[src/rtl/serv_wb_arbiter.sv]
// Purpose : shares one Wishbone classic master between the ibus (fetch) and dbus (load/store) requesters.
// Latency : request seen at edge N -> o_wb_cyc after N; i_wb_ack at edge M -> o_*_ack after M.
// Backpr. : the non-owner is held off until the owner's ack/abort/timeout returns the arbiter to IDLE.
// Ports   : clk/i_rst_n (async active-low); i_ibus_* / o_ibus_* fetch side; i_dbus_* / o_dbus_* data side;
//           o_wb_* / i_wb_* shared master. o_*_err pulses only when SERV_ARB_TIMEOUT_EN is defined.
// Options : FAIR=1 round-robin on contention, FAIR=0 dbus wins; `define SERV_ARB_TIMEOUT_EN enables the
//           TIMEOUT_W-bit bus timeout, otherwise transactions wait indefinitely and errs are tied to 0.
module serv_wb_arbiter #(
   parameter int unsigned FAIR      = 1,
   parameter int unsigned TIMEOUT_W = 8
) (
   input  logic        clk,
   input  logic        i_rst_n,
   input  logic [31:0] i_ibus_adr,
   input  logic        i_ibus_cyc,
   output logic [31:0] o_ibus_rdt,
   output logic        o_ibus_ack,
   output logic        o_ibus_err,
   input  logic [31:0] i_dbus_adr,
   input  logic [31:0] i_dbus_dat,
   input  logic [3:0]  i_dbus_sel,
   input  logic        i_dbus_we,
   input  logic        i_dbus_cyc,
   output logic [31:0] o_dbus_rdt,
   output logic        o_dbus_ack,
   output logic        o_dbus_err,
   output logic [31:0] o_wb_adr,
   output logic [31:0] o_wb_dat,
   output logic [3:0]  o_wb_sel,
   output logic        o_wb_we,
   output logic        o_wb_cyc,
   input  logic [31:0] i_wb_rdt,
   input  logic        i_wb_ack
);

   typedef enum logic [1:0] {S_IDLE = 2'd0, S_IBUS = 2'd1, S_DBUS = 2'd2} state_t;

   state_t      r_state, w_state_nxt;
   logic        r_last_dbus;   // 1 = most recent grant went to dbus
   logic        r_ibus_ack, r_dbus_ack, r_wb_cyc, r_wb_we;
   logic [31:0] r_ibus_rdt, r_dbus_rdt, r_wb_adr, r_wb_dat;
   logic [3:0]  r_wb_sel;

   logic w_ibus_elig, w_dbus_elig;
   logic w_grant_i, w_grant_d;
   logic w_own_cyc, w_done, w_abort, w_tmo;

   // A requester whose ack/err is high this cycle is still dropping cyc, so it is not eligible yet.
   assign w_ibus_elig = i_ibus_cyc & ~r_ibus_ack & ~o_ibus_err;
   assign w_dbus_elig = i_dbus_cyc & ~r_dbus_ack & ~o_dbus_err;

   always_comb begin
      w_state_nxt = r_state;
      w_grant_i   = 1'b0;
      w_grant_d   = 1'b0;
      w_done      = 1'b0;
      w_abort     = 1'b0;
      w_own_cyc   = (r_state == S_DBUS) ? i_dbus_cyc : i_ibus_cyc;
      case (r_state)
         S_IDLE: begin
            // dbus wins contention when unfair, or when ibus had the previous grant.
            w_grant_d = w_dbus_elig & (~w_ibus_elig | (FAIR == 0) | ~r_last_dbus);
            w_grant_i = w_ibus_elig & ~w_grant_d;
            if (w_grant_d)
               w_state_nxt = S_DBUS;
            else if (w_grant_i)
               w_state_nxt = S_IBUS;
         end
         S_IBUS, S_DBUS: begin
            // Priority: slave ack, then owner abort, then timeout.
            w_done  = i_wb_ack;
            w_abort = ~i_wb_ack & ~w_own_cyc;
            if (w_done | w_abort | w_tmo)
               w_state_nxt = S_IDLE;
         end
         default: w_state_nxt = S_IDLE;
      endcase
   end

   always_ff @(posedge clk or negedge i_rst_n) begin
      if (!i_rst_n) begin
         r_state     <= S_IDLE;
         r_last_dbus <= 1'b0;
         r_ibus_ack  <= 1'b0;
         r_dbus_ack  <= 1'b0;
         r_ibus_rdt  <= 32'h0;
         r_dbus_rdt  <= 32'h0;
         r_wb_cyc    <= 1'b0;
         r_wb_adr    <= 32'h0;
         r_wb_dat    <= 32'h0;
         r_wb_sel    <= 4'h0;
         r_wb_we     <= 1'b0;
      end else begin
         r_state    <= w_state_nxt;
         r_ibus_ack <= 1'b0;
         r_dbus_ack <= 1'b0;
         if (w_grant_d) begin
            r_wb_cyc    <= 1'b1;
            r_wb_adr    <= i_dbus_adr;
            r_wb_dat    <= i_dbus_dat;
            r_wb_sel    <= i_dbus_sel;
            r_wb_we     <= i_dbus_we;
            r_last_dbus <= 1'b1;
         end else if (w_grant_i) begin
            r_wb_cyc    <= 1'b1;
            r_wb_adr    <= i_ibus_adr;
            r_wb_dat    <= 32'h0;
            r_wb_sel    <= 4'hF;
            r_wb_we     <= 1'b0;
            r_last_dbus <= 1'b0;
         end
         if (w_done) begin
            r_wb_cyc <= 1'b0;
            if (r_state == S_IBUS) begin
               r_ibus_ack <= 1'b1;
               r_ibus_rdt <= i_wb_rdt;
            end else begin
               r_dbus_ack <= 1'b1;
               r_dbus_rdt <= i_wb_rdt;
            end
         end else if (w_abort) begin
            r_wb_cyc <= 1'b0;
         end else if (w_tmo) begin
            r_wb_cyc <= 1'b0;
            if (r_state == S_IBUS)
               r_ibus_rdt <= 32'h0;
            else
               r_dbus_rdt <= 32'h0;
         end
      end
   end

`ifdef SERV_ARB_TIMEOUT_EN
   // Firing one count early makes err appear on the edge the counter reaches all-ones,
   // i.e. 2^TIMEOUT_W-1 cycles after the grant.
   localparam logic [TIMEOUT_W-1:0] TMO_LAST = {TIMEOUT_W{1'b1}} - 1'b1;

   logic [TIMEOUT_W-1:0] r_tmo_cnt;
   logic                 r_ibus_err, r_dbus_err;

   assign w_tmo = (r_state != S_IDLE) & ~i_wb_ack & w_own_cyc & (r_tmo_cnt == TMO_LAST);

   always_ff @(posedge clk or negedge i_rst_n) begin
      if (!i_rst_n) begin
         r_tmo_cnt  <= '0;
         r_ibus_err <= 1'b0;
         r_dbus_err <= 1'b0;
      end else begin
         r_ibus_err <= w_tmo & (r_state == S_IBUS);
         r_dbus_err <= w_tmo & (r_state == S_DBUS);
         if (w_grant_i | w_grant_d)
            r_tmo_cnt <= '0;
         else if ((r_state != S_IDLE) & ~i_wb_ack)
            r_tmo_cnt <= r_tmo_cnt + 1'b1;
      end
   end

   assign o_ibus_err = r_ibus_err;
   assign o_dbus_err = r_dbus_err;
`else
   // Keeps the width parameter referenced in builds without the timeout.
   localparam int unsigned tmo_w_unused = TIMEOUT_W;

   assign w_tmo      = 1'b0;
   assign o_ibus_err = 1'b0;
   assign o_dbus_err = 1'b0;
`endif

   assign o_ibus_rdt = r_ibus_rdt;
   assign o_ibus_ack = r_ibus_ack;
   assign o_dbus_rdt = r_dbus_rdt;
   assign o_dbus_ack = r_dbus_ack;
   assign o_wb_adr   = r_wb_adr;
   assign o_wb_dat   = r_wb_dat;
   assign o_wb_sel   = r_wb_sel;
   assign o_wb_we    = r_wb_we;
   assign o_wb_cyc   = r_wb_cyc;

endmodule

[config.mk]
export PLATFORM = sky130hd
export DESIGN_NAME = serv_wb_arbiter
export DESIGN_NICKNAME = d
export VERILOG_FILES = /design/src/rtl/serv_wb_arbiter.sv
export SDC_FILE = /design/constraint.sdc
export NUM_CORES = 1
export LEC_CHECK = 0
export CORE_MARGIN = 2
export CORE_UTILIZATION = 38
export DETAILED_ROUTE_END_ITERATION = 16
export PLACE_DENSITY = 0.87
export SLEW_MARGIN = 20
export SYNTH_ARGS = -nofsm -noshare
export SYNTH_HDL_FRONTEND = slang
export SYNTH_SLANG_ARGS = --single-unit
[constraint.sdc]
create_clock -name clk -period 1.5 [get_ports clk]
set_input_delay 0.45 -clock clk [delete_from_list [all_inputs] [get_ports clk]]
set_output_delay 0.45 -clock clk [all_outputs]
set_load 0.02 [all_outputs]
Word level (Yosys, flattened, before mapping)
Index checks and enable logic that the tools add are counted.

Output and inout port bits: 138. Word-level logic and storage cells: 63. Bits of input ports: 138. Bits in registers: 139.

Bitwise gates (word level): 15. Reduce and logical (&&, ||, !) cells: 7. Multiplexer cells: 26. Eq/ne operators: 4.

Operators with widths (number): 2-to-1 mux 32 bit (4); 2-to-1 mux 1 bit (16); 2-to-1 mux 4 bit (2); NOT 1 bit (8); 2-to-1 mux 2 bit (3); AND reduction 2 bit (3); AND 1 bit (5); case mux 2 bit (2 select lines) (1); nonzero test 4 bit (1); inequality test 3 bit, second input constant (1); equality test 2 x 1 -> 1 bit, second input constant (1); equality test 2 bit, second input constant (1); zero test 2 bit (1); inequality test 2 bit, second input constant (1); bitwise OR 1 bit (2); nonzero test 2 bit (1); OR reduction 2 bit (1).

Longest topological paths before layout
Word-level depth: 12. Gate-level depth with buffers: 9. Gate-level depth less buffers: 5.

Worst setup path after synthesis
OpenSTA, ideal clock, no wires.

Path type: register to register. Start point: reg r_state[0]. End point: reg r_wb_dat[26] (netlist: o_wb_dat[26]). Path buffers: 4. Data required time: 1379 ps. Path slack: -189 ps. Cell stages (with the launch flop): 10. Library setup time: 121 ps. Period minus slack after synthesis: 1689 ps. Arrival: 1568 ps. Cell sequence: dfrtp_1 > inv_1 > ha_1 > buf_4 > and3b_1 > buf_6 > and2_4 > buf_6 > buf_6 > a22o_1.

Longest elaborated chain between the ends: 3. Elaborated cells on any way between the ends: 5. Those cells by class: 3 x mux; 2 x reduce/logical.

Ends and longest elaborated chain: start: declaration (RTL line 38) `state_t r_state, w_state_nxt;`; start signal: assignment (RTL line 94) `r_state <= w_state_nxt;`; zero test 2 bit (*) (RTL line 59) `case (r_state)`; 2-to-1 mux 1 bit (RTL line 59); 2-to-1 mux 32 bit / nonzero test 2 bit (equally long branches); end signal: assignment (RTL line 100) `r_wb_dat <= i_dbus_dat;`; end: declaration (RTL line 41) `logic [31:0] r_ibus_rdt, r_dbus_rdt, r_wb_adr, r_wb_dat;`.

Mark *: on every way between the ends. The rest lies on a longest branch, timed or not. A chain may end at the register's enable or synchronous reset.

Worst setup path in the final report
Start point: reg r_state[0]. End point: reg r_dbus_rdt[24] (netlist: o_dbus_rdt[24]).

Longest elaborated chain between the ends: 4. Elaborated cells on any way between the ends: 6. Those cells by class: 2 x eq/ne; 1 x mux; 1 x bitwise; 2 x reduce/logical.

Ends and longest elaborated chain: equality test 2 bit / equality test 2 x 1 -> 1 bit (equally long branches) (RTL line 59, 114); OR reduction 2 bit (RTL line 59); 2-to-1 mux 1 bit (RTL line 59); AND reduction 2 bit (no line) (*); end signal: assignment (RTL line 119) `r_dbus_rdt <= i_wb_rdt;`; end: declaration (RTL line 41).

Marked as above.

==> results.toml <==
[setup_path]
cp-end-kind = "flop"
r2r_end = "o_dbus_rdt[24]"
crit_fanout = 8
ff2ff_setup_slack_ps = -120
cp-start-kind = "flop"
reg2reg_depth = 6
r2r-start = "r_state[0]"
cp.required_ps = 1790
critPathArrivalTime_ps = 1910
crit_type = "reg2reg"

[drt]
viasPerCell = 5.463
wl_per_cell_um = 21.37
routed_wl_um = 21010
ant_nets = 0
first_iter_violations = 206
firstDrtPassIters = 4
vias = 5370
drc_errors = 0

[sta]
setup_viol = 89
rsz0062_at_grt = "yes"
setup_tns_ps = -4347
fin_ws_ps = -119.9
finalMaxSlewViolations = 0
final-hold-violation-count = 0
holdWs_ps = 467.5
fin_skew_ps = 7.773
min_period_ps = 1620
clock.fmax_mhz = 617.3
fin_crit_sh_pct = 108.0

[pwr]
p_leak_nw = 4.465
power_density_mw_per_mm2 = 2393
irDropWorstVdd_uv = 1083
finalPower_mw = 23.44

[synth]
synth_seq_cells = 139
synth_area_leaders = "dfrtp_1, mux2_2, o2bb2ai_1"
ys_warn_count = 0
ys_types = 29
mappedNetlistArea_mm2 = 0.006002
syn_avg_cell_area_um2 = 13.46
synthCells = 446
yosysSeqAreaShare_pct = 57.95
synth_top_area_cell = "dfrtp_1"
synth_top_area_share_pct = 57.95

[placement]
place_area_mm2 = 0.009183
gp_congestion = 0.8910
dp_hpwl_um = 13270
port_buffers = 273

[global_routing]
grt_max_degree = 50
grt_pass1_wl_um = 29930
gr-total-overflow = 0
antenna_found_initial = 0
grt_usage_pct = 22.94
grt_pass1_vias = 5617

[final_layout]
antenna_cells = 0
final_common_cell = "dfrtp_1"
syn2layout_area_growth_pct = 63.25
multi_input_area_mm2 = 0.002571
design_area_mm2 = 0.009798
fillers = 1176
nets = 900
final_cell_mix = "dfrtp_1, clkdlybuf4s50_1, buf_2, mux2_2, o2bb2ai_1"
drive_gt1_share_pct = 44.30
layout.area.seq_mm2 = 0.003480

[clock_tree]
cts_inserted_buffers = 17
cts_tree = "yes"
htreeDepth = 4
clkLatencyLatePin_ps = 410
cts_root_buffer = "clkbuf_16"
clkSinkCount = 139
cts.path.max_buffers = 2
cts.clk_slew.worst_paths_ps = 60

[floorplanning]
num_rows = 45
fp.dieW_um = 129.7
start_util_pct = 39.19
core_region_area_mm2 = 0.01531
io_pins = 276
die_h_um = 129.7
die_area_mm2 = 0.01682

[run]
maxCapViolCount = 0

[outcome]
outcome = "finished with violations"
violations = "negative setup slack"

[worst_hold_path]
hold_path_class = "in2async"
## sequential cells by signal, summed over array words and instances, names as in the netlist, 2 cells and up
| signal | flops |
|---|---|
| o_dbus_rdt | 32 |
| o_ibus_rdt | 32 |
| o_wb_adr | 32 |
| o_wb_dat | 32 |
| o_wb_sel | 4 |
| r_state | 2 |
## cell families after synthesis
kind of cell / after synthesis / share of synthesized area [%]
adders and majority gates: 3 / 0.6255
AOI/OAI and AO/OA: 143 / 18.72
and+or+nand+nor: 42 / 5.816
buffers and inverters: 53 / 4.649
other: 1 / 0.06248
muxes: 65 / 12.17
DFF: 139 / 57.95
## cell usage after synthesis
| cell type | number |
|---|---|
| buf_6 | 5 |
| buf_2 | 13 |
| conb_1 | 1 |
| a21oi_1 | 32 |
| and2_4 | 1 |
| mux2i_1 | 1 |
| nand2b_1 | 1 |
| o211ai_1 | 1 |
| o21ai_0 | 1 |
| o2bb2ai_1 | 35 |
| or3b_1 | 32 |
| a21o_1 | 1 |
| a22o_1 | 33 |
| o221ai_1 | 32 |
| buf_4 | 7 |
| nand2_1 | 1 |
| o21a_1 | 2 |
| dfrtp_1 | 139 |
| nand3_1 | 1 |
| o21ai_2 | 1 |
| nor2b_1 | 2 |
| ha_1 | 3 |
| inv_1 | 5 |
| o32ai_1 | 1 |
| mux2_2 | 64 |
| nand3b_1 | 2 |
| and3b_1 | 2 |
| clkbuf_1 | 23 |
| o22a_1 | 4 |
## how the worst max path moves through the flow
stage | from | cells past startpoint | end | slack (ps)
after global routing | r_state[0] | 6 | o_dbus_rdt[24] | -170
final | r_state[0] | 6 | o_dbus_rdt[24] | -120
after CTS | r_state[0] | 6 | o_dbus_rdt[23] | -100
after global placement | i_dbus_cyc | 4 | o_wb_dat[30] | -450
after floorplan | r_state[0] | 9 | o_wb_dat[26] | -140
after detailed placement | i_ibus_cyc | 5 | o_wb_adr[21] | -510
## final cells by class
cell class / count / share of cell area (%)
Sequential cell: 139 / 35.51
Tap cell: 211 / 2.694
Clock buffer: 19 / 4.520
Multi-Input combinational cell: 260 / 26.24
Clock inverter: 13 / 1.213
Timing Repair Buffer: 336 / 29.63
Inverter: 5 / 0.1915
## critical path: stages (launching register included)
cell and delay (ps):
dfrtp_1 390, inv_2 70, ha_4 280, nand3b_1 130
buf_6 160, clkbuf_16 160, mux2_4 300
## per-layer routing
layer / vias up / track usage (%) / routed length [µm]
li1: 2337 / - / -
met1: 2682 / 27.31 / 8067
met2: 300 / 39.98 / 10760
met3: 51 / 5.987 / 1585
met4: 0 / 8.476 / 593
met5: - / 0 / 0
## power by group
part | total (mW) | switching (mW) | leakage [nW] | internal, mW
registers | 6.72 | 1.05 | 1.70 | 5.67
logic | 12.7 | 6.81 | 2.50 | 5.92
clock network | 3.99 | 1.66 | 0.266 | 2.33
total | 23.4 | 9.53 | 4.46 | 13.9
## metrics by stage
| step | instances | utilization, % | setup WS [ps] |
|---|---|---|---|
| after global placement | 920 | 59.96 | -453.2 |
| after detailed placement | 920 | 59.96 | -508.8 |
| after floorplan | 447 | - | -136.3 |
| after CTS | 967 | 60.93 | -98.19 |
| after global routing | 983 | 63.98 | -170.2 |
| final | 983 | 63.98 | -119.9 |
## timing repair
item                       in CTS  in global routing
gates resized for setup       569                 55
hold buffers                    1                  0
hold endpoints to repair       22                  0
pin swaps                      16                 63
gates cloned                    5                 13
buffers inserted                9                  4
setup endpoints to repair     244                129
Note: power is estimated with default switching activity, not from simulation.
